## config.mk

```make
export PLATFORM = sky130hd
export DESIGN_NAME = idex_skid_reg_flat
export DESIGN_NICKNAME = d
export VERILOG_FILES = /design/src/rtl/idex_skid_reg_if.sv /design/src/rtl/idex_skid_reg.sv /design/src/flat_wrapper.sv
export SDC_FILE = /design/constraint.sdc
export NUM_CORES = 1
export LEC_CHECK = 0
export ABC_AREA = 1
export CAP_MARGIN = 20
export CORE_ASPECT_RATIO = 1.75
export CORE_MARGIN = 2
export CORE_UTILIZATION = 46
export CTS_BUF_LIST = sky130_fd_sc_hd__clkbuf_4 sky130_fd_sc_hd__clkbuf_8 sky130_fd_sc_hd__clkbuf_16
export CTS_CLUSTER_DIAMETER = 200
export CTS_CLUSTER_SIZE = 16
export DETAILED_ROUTE_END_ITERATION = 10
export PLACE_DENSITY = 0.76
export SYNTH_ARGS = -nofsm -noshare
export SYNTH_HDL_FRONTEND = slang
export SYNTH_SLANG_ARGS = --single-unit
```

## constraint.sdc

```tcl
create_clock -name clk -period 1.7 [get_ports clk]
set_clock_uncertainty 0.2 [all_clocks]
set_input_delay 0.51 -clock clk [delete_from_list [all_inputs] [get_ports clk]]
set_output_delay 0.51 -clock clk [all_outputs]
set_load 0.03 [all_outputs]
```

## src/rtl/idex_skid_reg_if.sv

```systemverilog
// idex_skid_reg_if: decode -> execute handshake bundle for the ID/EX pipeline register.
// Ports: in_* side (decode bundle + in_valid/in_ready), out side (registered bundle + out_valid/out_ready).
// master = surrounding pipeline (drives decode bundle, consumes execute bundle); slave = the register.
interface idex_skid_reg_if #(
  parameter int XLEN    = 64,
  parameter int RA_W    = 5,
  parameter int FUNCT_W = 4,
  parameter int ALUOP_W = 2
);
  // decode side
  logic               in_valid;
  logic               in_ready;
  logic [XLEN-1:0]    pc_in;
  logic [XLEN-1:0]    rdata1_in;
  logic [XLEN-1:0]    rdata2_in;
  logic [XLEN-1:0]    imm_in;
  logic [RA_W-1:0]    rs1_in;
  logic [RA_W-1:0]    rs2_in;
  logic [RA_W-1:0]    rd_in;
  logic [FUNCT_W-1:0] funct_in;
  logic [5:0]         ctrl_in;   // {branch, memread, memtoreg, memwrite, regwrite, alusrc}
  logic [ALUOP_W-1:0] aluop_in;

  // execute side
  logic               out_valid;
  logic               out_ready;
  logic [XLEN-1:0]    pc;
  logic [XLEN-1:0]    rdata1;
  logic [XLEN-1:0]    rdata2;
  logic [XLEN-1:0]    imm;
  logic [RA_W-1:0]    rs1;
  logic [RA_W-1:0]    rs2;
  logic [RA_W-1:0]    rd;
  logic [FUNCT_W-1:0] funct_out;
  logic [5:0]         ctrl_out;
  logic [ALUOP_W-1:0] aluop;

  modport master (
    output in_valid, pc_in, rdata1_in, rdata2_in, imm_in,
           rs1_in, rs2_in, rd_in, funct_in, ctrl_in, aluop_in,
    input  in_ready,
    input  out_valid, pc, rdata1, rdata2, imm, rs1, rs2, rd,
           funct_out, ctrl_out, aluop,
    output out_ready
  );

  modport slave (
    input  in_valid, pc_in, rdata1_in, rdata2_in, imm_in,
           rs1_in, rs2_in, rd_in, funct_in, ctrl_in, aluop_in,
    output in_ready,
    output out_valid, pc, rdata1, rdata2, imm, rs1, rs2, rd,
           funct_out, ctrl_out, aluop,
    input  out_ready
  );
endinterface

```

## src/rtl/idex_skid_reg.sv

```systemverilog
// idex_skid_reg: ID/EX pipeline register with a 2-entry skid buffer, flush and bubble-safe control.
// Latency: 1 cycle in->out when unstalled; full throughput (one bundle per cycle).
// Backpressure: in_ready = !skid_valid (registered, no combinational path from out_ready).
// Ports: clk, reset (sync, active-high), flush (sync squash), bus (idex_skid_reg_if.slave),
//        stall_cnt / flush_cnt perf counters.
// Optional feature: define IDEX_PERF_CNT_EN to build the saturating perf counters;
// otherwise both counters read 0 and no counter flops exist.
module idex_skid_reg #(
  parameter int XLEN    = 64,
  parameter int RA_W    = 5,
  parameter int FUNCT_W = 4,
  parameter int ALUOP_W = 2
) (
  input  logic                clk,
  input  logic                reset,
  input  logic                flush,
  idex_skid_reg_if.slave      bus,
  output logic [31:0]         stall_cnt,
  output logic [15:0]         flush_cnt
);

  typedef struct packed {
    logic [XLEN-1:0]    pc;
    logic [XLEN-1:0]    rdata1;
    logic [XLEN-1:0]    rdata2;
    logic [XLEN-1:0]    imm;
    logic [RA_W-1:0]    rs1;
    logic [RA_W-1:0]    rs2;
    logic [RA_W-1:0]    rd;
    logic [FUNCT_W-1:0] funct;
    logic [5:0]         ctrl;
    logic [ALUOP_W-1:0] aluop;
  } bundle_t;

  bundle_t in_b;
  bundle_t main_q;
  bundle_t skid_q;
  logic    main_valid;
  logic    skid_valid;
  logic    accept;
  logic    consume;

  assign in_b.pc     = bus.pc_in;
  assign in_b.rdata1 = bus.rdata1_in;
  assign in_b.rdata2 = bus.rdata2_in;
  assign in_b.imm    = bus.imm_in;
  assign in_b.rs1    = bus.rs1_in;
  assign in_b.rs2    = bus.rs2_in;
  assign in_b.rd     = bus.rd_in;
  assign in_b.funct  = bus.funct_in;
  assign in_b.ctrl   = bus.ctrl_in;
  assign in_b.aluop  = bus.aluop_in;

  assign accept  = bus.in_valid && !skid_valid;
  assign consume = main_valid && bus.out_ready;

  // ctrl/aluop in main_q are cleared whenever main goes empty, so the
  // outputs stay purely registered and bubbles never carry live control.
  always_ff @(posedge clk) begin
    if (reset) begin
      main_q     <= '0;
      skid_q     <= '0;
      main_valid <= 1'b0;
      skid_valid <= 1'b0;
    end else if (flush) begin
      // data fields hold; only validity and control are squashed
      main_valid   <= 1'b0;
      skid_valid   <= 1'b0;
      main_q.ctrl  <= '0;
      main_q.aluop <= '0;
    end else if (!main_valid || consume) begin
      if (skid_valid) begin
        // oldest bundle sits in skid; incoming is refused since in_ready=0
        main_q     <= skid_q;
        main_valid <= 1'b1;
        skid_valid <= 1'b0;
      end else if (bus.in_valid) begin
        main_q     <= in_b;
        main_valid <= 1'b1;
      end else begin
        main_valid   <= 1'b0;
        main_q.ctrl  <= '0;
        main_q.aluop <= '0;
      end
    end else if (accept) begin
      // main held by execute: park the new bundle in skid
      skid_q     <= in_b;
      skid_valid <= 1'b1;
    end
  end

  assign bus.in_ready  = !skid_valid;
  assign bus.out_valid = main_valid;
  assign bus.pc        = main_q.pc;
  assign bus.rdata1    = main_q.rdata1;
  assign bus.rdata2    = main_q.rdata2;
  assign bus.imm       = main_q.imm;
  assign bus.rs1       = main_q.rs1;
  assign bus.rs2       = main_q.rs2;
  assign bus.rd        = main_q.rd;
  assign bus.funct_out = main_q.funct;
  assign bus.ctrl_out  = main_q.ctrl;
  assign bus.aluop     = main_q.aluop;

`ifdef IDEX_PERF_CNT_EN
  logic [31:0] stall_q;
  logic [15:0] flush_q;

  always_ff @(posedge clk) begin
    if (reset) begin
      stall_q <= '0;
      flush_q <= '0;
    end else begin
      if (main_valid && !bus.out_ready && (stall_q != 32'hFFFF_FFFF)) begin
        stall_q <= stall_q + 32'd1;
      end
      if (flush && (flush_q != 16'hFFFF)) begin
        flush_q <= flush_q + 16'd1;
      end
    end
  end

  assign stall_cnt = stall_q;
  assign flush_cnt = flush_q;
`else
  assign stall_cnt = '0;
  assign flush_cnt = '0;
`endif

endmodule

```

## src/flat_wrapper.sv

```systemverilog
// flat-port wrapper written by rule: the top's interface ports become plain ports
module idex_skid_reg_flat 
#(
  parameter int XLEN    = 64,
  parameter int RA_W    = 5,
  parameter int FUNCT_W = 4,
  parameter int ALUOP_W = 2
)
  (clk, reset, flush, stall_cnt, flush_cnt, bus_in_valid, bus_pc_in, bus_rdata1_in, bus_rdata2_in, bus_imm_in, bus_rs1_in, bus_rs2_in, bus_rd_in, bus_funct_in, bus_ctrl_in, bus_aluop_in, bus_in_ready, bus_out_valid, bus_pc, bus_rdata1, bus_rdata2, bus_imm, bus_rs1, bus_rs2, bus_rd, bus_funct_out, bus_ctrl_out, bus_aluop, bus_out_ready);
  idex_skid_reg_if #(.XLEN(XLEN), .RA_W(RA_W), .FUNCT_W(FUNCT_W), .ALUOP_W(ALUOP_W)) bus_i ();
  input  logic clk;
  input  logic reset;
  input  logic flush;
  output logic [31:0] stall_cnt;
  output logic [15:0] flush_cnt;
  input wire logic [$bits(bus_i.in_valid)-1:0] bus_in_valid;
  input wire logic [$bits(bus_i.pc_in)-1:0] bus_pc_in;
  input wire logic [$bits(bus_i.rdata1_in)-1:0] bus_rdata1_in;
  input wire logic [$bits(bus_i.rdata2_in)-1:0] bus_rdata2_in;
  input wire logic [$bits(bus_i.imm_in)-1:0] bus_imm_in;
  input wire logic [$bits(bus_i.rs1_in)-1:0] bus_rs1_in;
  input wire logic [$bits(bus_i.rs2_in)-1:0] bus_rs2_in;
  input wire logic [$bits(bus_i.rd_in)-1:0] bus_rd_in;
  input wire logic [$bits(bus_i.funct_in)-1:0] bus_funct_in;
  input wire logic [$bits(bus_i.ctrl_in)-1:0] bus_ctrl_in;
  input wire logic [$bits(bus_i.aluop_in)-1:0] bus_aluop_in;
  output wire logic [$bits(bus_i.in_ready)-1:0] bus_in_ready;
  output wire logic [$bits(bus_i.out_valid)-1:0] bus_out_valid;
  output wire logic [$bits(bus_i.pc)-1:0] bus_pc;
  output wire logic [$bits(bus_i.rdata1)-1:0] bus_rdata1;
  output wire logic [$bits(bus_i.rdata2)-1:0] bus_rdata2;
  output wire logic [$bits(bus_i.imm)-1:0] bus_imm;
  output wire logic [$bits(bus_i.rs1)-1:0] bus_rs1;
  output wire logic [$bits(bus_i.rs2)-1:0] bus_rs2;
  output wire logic [$bits(bus_i.rd)-1:0] bus_rd;
  output wire logic [$bits(bus_i.funct_out)-1:0] bus_funct_out;
  output wire logic [$bits(bus_i.ctrl_out)-1:0] bus_ctrl_out;
  output wire logic [$bits(bus_i.aluop)-1:0] bus_aluop;
  input wire logic [$bits(bus_i.out_ready)-1:0] bus_out_ready;
  assign bus_i.in_valid = bus_in_valid;
  assign bus_i.pc_in = bus_pc_in;
  assign bus_i.rdata1_in = bus_rdata1_in;
  assign bus_i.rdata2_in = bus_rdata2_in;
  assign bus_i.imm_in = bus_imm_in;
  assign bus_i.rs1_in = bus_rs1_in;
  assign bus_i.rs2_in = bus_rs2_in;
  assign bus_i.rd_in = bus_rd_in;
  assign bus_i.funct_in = bus_funct_in;
  assign bus_i.ctrl_in = bus_ctrl_in;
  assign bus_i.aluop_in = bus_aluop_in;
  assign bus_in_ready = bus_i.in_ready;
  assign bus_out_valid = bus_i.out_valid;
  assign bus_pc = bus_i.pc;
  assign bus_rdata1 = bus_i.rdata1;
  assign bus_rdata2 = bus_i.rdata2;
  assign bus_imm = bus_i.imm;
  assign bus_rs1 = bus_i.rs1;
  assign bus_rs2 = bus_i.rs2;
  assign bus_rd = bus_i.rd;
  assign bus_funct_out = bus_i.funct_out;
  assign bus_ctrl_out = bus_i.ctrl_out;
  assign bus_aluop = bus_i.aluop;
  assign bus_i.out_ready = bus_out_ready;
  idex_skid_reg #(.XLEN(XLEN), .RA_W(RA_W), .FUNCT_W(FUNCT_W), .ALUOP_W(ALUOP_W)) u_core (.clk(clk), .reset(reset), .flush(flush), .bus(bus_i), .stall_cnt(stall_cnt), .flush_cnt(flush_cnt));
endmodule
```

# Yosys cells after proc, flatten, opt, wreduce, memory -nomap -nowiden
# Index checks and enable logic that the tools add are counted.
# totals
inputBits	288
out_inout_bits	333
word_cells	39
reg_bits	568
# classes
n_reduce_logical	10
muxes	5
bitwise	2
# ops
op	count
2-to-1 mux 283 bit	1
2-to-1 mux 275 bit	1
2-to-1 mux 8 bit	1
AND reduction 3 bit	2
OR reduction 3 bit	1
logical AND 1 bit	2
logical NOT 1 bit	2
2-to-1 mux 1 bit	2
inverter 1 bit	2
nonzero test 2 bit	1
OR reduction 2 bit	1
logical OR 1 bit	1

# Logic depth before layout (Yosys ltp)
# Gate-level depths: netlist of run 1.
# depth
word_depth	4
mapped_depth	10
ltp_nobuf	6

# Least setup slack after synthesis of run 1
# Ideal clock, no wire load.
# synth_path
kind	input-to-reg
from	input port bus_out_ready
to	register u_core.skid_q[12] (netlist bit)
setup_time_ns	0.113
path_slack_ns	-0.084
stages	9
required_time_ns	1.387
arrival_time_ns	1.471
n_path_buf	3
cell_sequence	inv_1 nand2_1 buf_2 nor2_1 buf_2 buf_2 nand3_1 nand2_1 nor2_1
# synth_via
elab_chain_len	4
# synth_lines
item	line_no	rtl
start, declared	flat_wrapper.sv:39	input wire logic [$bits(bus_i.out_ready)-1:0] bus_out_ready;
logical AND 1 bit	idex_skid_reg.sv:55	assign consume = main_valid && bus.out_ready;
logical OR 1 bit	idex_skid_reg.sv:71	end else if (!main_valid || consume) begin
inverter 1 bit (no line)	-	
AND reduction 3 bit (no line)	-	
end signal, assigned	idex_skid_reg.sv:87	skid_q <= in_b;
end, declared	idex_skid_reg.sv:37	bundle_t skid_q;
# Every way passes these cells.
# A chain may end at the register's enable or synchronous reset.

# Final worst setup path of run 1
# layout_path
from	register u_core.main_valid, in the netlist u_core.bus.out_valid
to	output port bus_out_valid
# layout_lines
item	line_no	rtl
start, declared	idex_skid_reg.sv:38	logic main_valid;
start signal, assigned	idex_skid_reg.sv:63	main_valid <= 1'b0;
start signal, assigned	idex_skid_reg.sv:67	main_valid <= 1'b0;
start signal, assigned	idex_skid_reg.sv:75	main_valid <= 1'b1;
end, declared	flat_wrapper.sv:28	output wire logic [$bits(bus_i.out_valid)-1:0] bus_out_valid;
# No word-level cell between the ends.

==> results of run 1 <==
placed cells by master (no fill, tap or decap), drive strengths merged, types with 9 or more instances in the layout:
master / n
nor2: 1128
nand2: 1126
inv: 568
dfxtp: 568
buf: 546
clkdlybuf4s50: 285
nand3: 285
o21ai: 283
clkbuf: 75
conb: 48
diode: 9
a21oi: 9
registers in the layout, indices dropped and copies added (netlist names):
| register | cells |
|---|---|
| u_core.bus.aluop | 2 |
| u_core.bus.ctrl_out | 6 |
| u_core.bus.funct_out | 4 |
| u_core.bus.imm | 64 |
| u_core.bus.out_valid | 1 |
| u_core.bus.pc | 64 |
| u_core.bus.rd | 5 |
| u_core.bus.rdata1 | 64 |
| u_core.bus.rdata2 | 64 |
| u_core.bus.rs1 | 5 |
| u_core.bus.rs2 | 5 |
| u_core.skid_q | 283 |
| u_core.skid_valid | 1 |
power breakdown:
group	switching (mW)	internal, mW	leakage [nW]
Clock	4.76	4.52	0.544
Combinational	3.36	2.70	13.0
Sequential	0.468	14.0	4.74
logic make-up (layout without fill, tap and decap cells):
| logic type | count (synthesis) | count (layout) | share of synthesized area |
|---|---|---|---|
| compound gates | 292 | 292 | 0.05483 |
| other cells | 1 | 57 | 0.0001407 |
| flops | 568 | 568 | 0.4266 |
| buf+inv | 894 | 1477 | 0.1469 |
| simple gates | 2540 | 2540 | 0.3715 |
per-stage QoR:
| stage | setup TNS, ps | hold WS (ps) | total power [mW] | utilization |
|---|---|---|---|---|
| finish | -43550 | 270.4 | 29.75 | 0.6645 |
| global route | -79970 | 295.4 | 30.87 | 0.6645 |
| CTS | -26310 | 285.4 | 29.68 | 0.6403 |
| floorplan | -2141 | 254.9 | 17.60 | - |
| detailed placement | -347820 | 270.6 | 19.96 | 0.5880 |
| global placement | -348130 | 260.8 | 19.90 | 0.5880 |
area by class of cell:
type                    count  area share
well taps                 767     0.02526
repair buffers            865      0.2685
clock inverters             2   0.0004610
clock buffers              44     0.02852
inverters                 566     0.05618
flip-flops and latches    568      0.3098
diodes                      9   0.0005927
multi-input cells        2880      0.3107
repair_timing:
item | 4_1_cts | 5_1_grt
endpoints found under the setup margin | 688 | 831
setup buffers | 19 | 16
gates cloned | 9 | 33
pin swaps | 3 | 86
resized for setup | 645 | 123
metal layers:
| layer | vias to the layer above | track usage | wire [microns] |
|---|---|---|---|
| met4 | 2 | 0.1349 | 4784 |
| li1 | 13860 | - | - |
| met1 | 12460 | 0.2984 | 33940 |
| met5 | - | 0 | 11 |
| met2 | 1068 | 0.4844 | 44780 |
| met3 | 220 | 0.04144 | 5462 |
worst max-delay path, cell delays in order, from the launching register on:
cell,delay (ps)
dfxtp_2,340
buf_6,110
buf_8,130
worst max path at each step:
stage / end / slack (ps) / depth (start not counted)
global placement: u_core.skid_q[251] / -670 / 9
global route: bus_out_valid / -220 / 2
finish: bus_out_valid / -180 / 2
detailed placement: u_core.skid_q[197] / -700 / 9
CTS: bus_out_valid / -200 / 2
floorplan: u_core.skid_q[272] / -40 / 9
==> run metrics, run 1 <==
outcome finished with violations; failing checks setup timing; placed cells 5,571; ys async rst share 0; Detail Route Antenna Nets 0; Port Buffers 572; routed wire length 88.97 mm; wire per inst 15.61 microns; Worst EP arrival 1170 ps; Slew Limit Fails 0; final hold vios 0; post-placement cell area 33,630 sq um; CTS Buf Count 41; leak pwr 18.28 nW; VDD IR max 0.0007545 V; hold path startpoint u_core.skid_q[146]; vias in the first global route 24,960; top-area cell type share of the netlist area 0.4266; residual DRC count 0; Final setup viols 776; Cells after Synth 4,295; fin nets 5,210; H-tree depth 2; crit path max fanout 2; Avg Synthesized Cell Area 6.206 sq um; EDFF count, synth 0; ys flop type dfxtp_1; # IOs 621; Longest Clk Path Bufs 3; crit path from u_core.bus.out_valid; Finished Layout Cells 5,701; Final Critical Period 1877 ps; Synth area leaders dfxtp_1 43%, nand2_1 16%, nor2_1 16%; Worst Path Required 990 ps; post-synthesis sequential area ratio 0.4266; clock sinks 568; drt first pass iters 6; Max Cap Viol 0; pin count of the biggest net entering global routing 82; Die Ht 322.4 microns; Post-synth top cells 1,126 x nand2_1, 1,126 x nor2_1, 568 x dfxtp_1; hold crit path type register to register; synthesized cell area 26,650 sq um; Initial Utilization 0.4661; first-pass GRT wire length 128.7 mm; Die X 186.0 microns; core area 57,180 sq um; Detail Placement HPWL 57.09 mm; clk_lat worst skew 580 ps; finished layout cell area 38,000 sq um; Via density 4.844; initial antenna violation count 10; area leader, netlist dfxtp_1; Synth cell types 17; vias 27,620; worst r2r src u_core.skid_valid; warnings from Yosys 0; highest clock rate 532.8 MHz; RePlAce Congestion 0.8499; Multi-input gate area 11,810 sq um; clock root buffer clkbuf_16; power per cell area 783.0 nW/um^2; die area 59,960 sq um; #FFs+latches synth 568; layout cells sized above 1 0.1976; pre-CTS setup slack -700.9 ps; RSZ-0062 raised after global routing yes; fin worst setup slack -176.7 ps; CTS Hold Bufs 0; reg-to-reg slack, setup -120 ps; startpoint types register; RR Endpoint u_core.skid_q[61]; worst r2r path cells 9; number of DRC markers in iteration 0 1,707; area delta synth->final 42.56%; CTS tree done; GRT Total Usage 0.2670; Congestion Overflow GR 0; worst hold path endpoint u_core.skid_q[146]; register area 11,770 sq um; CP endpoint kind output pin; # rows 116; worst setup path class register to output pin; period utilization 1.104; fillcell total 4,814; clock slew at reported path FFs 80 ps; hold path depth 2
Power figures use the tool's default switching activity.
==> run 2: changes to the inputs <==
--- a/config.mk
+++ b/config.mk
@@ -8,13 +8,12 @@
 export ABC_AREA = 1
 export CAP_MARGIN = 20
 export CORE_ASPECT_RATIO = 1.75
-export CORE_MARGIN = 2
-export CORE_UTILIZATION = 46
+export CORE_UTILIZATION = 40
 export CTS_BUF_LIST = sky130_fd_sc_hd__clkbuf_4 sky130_fd_sc_hd__clkbuf_8 sky130_fd_sc_hd__clkbuf_16
 export CTS_CLUSTER_DIAMETER = 200
 export CTS_CLUSTER_SIZE = 16
 export DETAILED_ROUTE_END_ITERATION = 10
-export PLACE_DENSITY = 0.76
+export PLACE_DENSITY = 0.68
 export SYNTH_ARGS = -nofsm -noshare
 export SYNTH_HDL_FRONTEND = slang
 export SYNTH_SLANG_ARGS = --single-unit
==> run 2 against run 1 <==
The run still ends with setup timing left. Clock power rose by 1%. Setup slack worse by 91 ps. Maximum frequency down 4.6%. Flip-flop and latch count unchanged. Die area rose by 13%.
==> run metrics, run 2 (synthesis results as in run 1) <==
Via density 4.805; CP endpoint kind register; clock sinks 568; Final setup viols 760; H-tree depth 2; core area 65,630 sq um; worst setup path class register to register; CTS tree done; reg-to-reg slack, setup -270 ps; CP peak stage delay 380 ps; number of DRC markers in iteration 0 1,553; clock slew at reported path FFs 80 ps; CTS Buf Count 41; startpoint types register; post-placement cell area 33,610 sq um; met3 usage 0.04098; fin nets 5,297; die area 67,710 sq um; worst r2r src u_core.skid_valid; outcome finished with violations; CP max stage cell dfxtp_4; final hold vios 0; GRT Total Usage 0.2685; Slew Limit Fails 0; first-pass GRT wire length 142.9 mm; Biggest register u_core.skid_q; failing checks setup timing; period utilization 1.158; Worst EP arrival 2270 ps; residual DRC count 0; initial antenna violation count 8; power per cell area 732.5 nW/um^2; pin count of the biggest net entering global routing 86; finished layout cell area 41,660 sq um; area delta synth->final 56.31%; fin worst setup slack -268.2 ps; layout cells sized above 1 0.2755; Max Cap Viol 0; hold path startpoint u_core.skid_q[201]; # rows 124; Finished Layout Cells 5,902; clk_lat worst skew 600 ps; pre-CTS setup slack -758.3 ps; Worst Path Required 2000 ps; commonest non-fill, non-tap cells in the layout 1,099 x nand2_1, 993 x nor2_1, 561 x inv_1, 316 x buf_6, 284 x clkdlybuf4s50_1; routed wire length 98.87 mm; Die X 197.1 microns; RSZ-0062 raised after global routing yes; grt met2 use 0.4795; Layout Utilization 0.6348; hold path depth 2; max FFs per register 283; Congestion Overflow GR 0; wire per inst 16.75 microns; crit path from u_core.skid_valid; vias in the first global route 26,230; fillcell total 5,608; # IOs 621; Longest Clk Path Bufs 3; setup_tns -68,570 ps; worst-path cell chain buf_6 > inv_6 > buf_4 > nand2_4 > nand3_4 > buf_12 > buf_16 > buf_12 > clkbuf_16 > nand2_1 > nand2_1 > nor2_1; Port Buffers 572; GRT Max-Usage Layer met2; Detail Route Antenna Nets 0; crit path max fanout 9; Initial Utilization 0.4061; RePlAce Congestion 0.8483; met1 usage 0.3093; hold crit path type register to register; vias 28,360; drt first pass iters 5; RR Endpoint u_core.bus.rs2[1]; leak pwr 19.33 nW; most common cell after layout, fill and taps aside nand2_1; placed cells 5,666; worst r2r path cells 12; Final Critical Period 1968 ps; highest clock rate 508.1 MHz; Die Ht 343.5 microns; VDD IR max 0.0008158 V; clock root buffer clkbuf_16; Detail Placement HPWL 58.79 mm; worst hold path endpoint u_core.skid_q[201]
run 2: changes by cell type in the layout (fill, tap and decap cells not counted), sizes merged:
cell           before  now
clkdlybuf4s50     285  284
dlygate4sd2         1    3
dlymetal6s2s        1    0
clkbuf             75   72
bufbuf              1    0
buf               546  637
diode               9    8
run 2: timing repair:
action	CTS	global route
setup buffers	89	62
resized for setup	789	531
hold buffers	0	0
gates cloned	55	30
pin swaps	28	182
endpoints found under the setup margin	580	698
run 2: critical path: cells and delay by family, from the launching register on:
kind                   cells  cell delay, ps
buffers and inverters      7             860
AND/OR/NAND/NOR            5             410
flip-flops                 1             380
run 2: power by group:
part	switching (mW)	internal [mW]	total (mW)	leakage (nW)
clock network	4.89	4.52	9.41	0.544
registers	0.494	13.9	14.4	4.74
logic	3.64	3.02	6.66	14.0
run 2: worst max-delay path by stage:
stage                         endpoint  depth (start not counted)  slack, ps
CTS                      bus_out_valid                          2       -220
global placement    u_core.skid_q[145]                          8       -730
global route         u_core.bus.rs2[0]                         12       -310
floorplan           u_core.skid_q[272]                          9        -40
detailed placement   u_core.skid_q[58]                          9       -760
finish               u_core.bus.rs2[1]                         12       -270
run 2: area by class of cell:
cell class                 instances  area [sq um]  share of cell area
multi-input combinational       2880         13340              0.3201
timing repair buffer             952         12180              0.2924
sequential                       568         11790              0.2829
inverter                         566          2137             0.05129
tap                              882          1104             0.02649
clock buffer                      44          1084             0.02601
antenna                            8         20.02           0.0004805
clock inverter                     2         17.52           0.0004204
run 2: routing by layer:
| metal | vias to the layer above | share of wire |
|---|---|---|
| li1 | 14050 | - |
| met1 | 12980 | 0.39 |
| met2 | 1056 | 0.50 |
| met5 | - | 0.00011 |
| met4 | 2 | 0.056 |
| met3 | 269 | 0.059 |
run 2: per-stage QoR:
stage	hold WS (ps)	power [mW]
6_report	270.0	30.52
5_1_grt	290.3	31.70
4_1_cts	273.2	30.20
3_5_place_dp	270.3	19.97
3_3_place_gp	261.3	19.94
2_1_floorplan	254.9	17.60
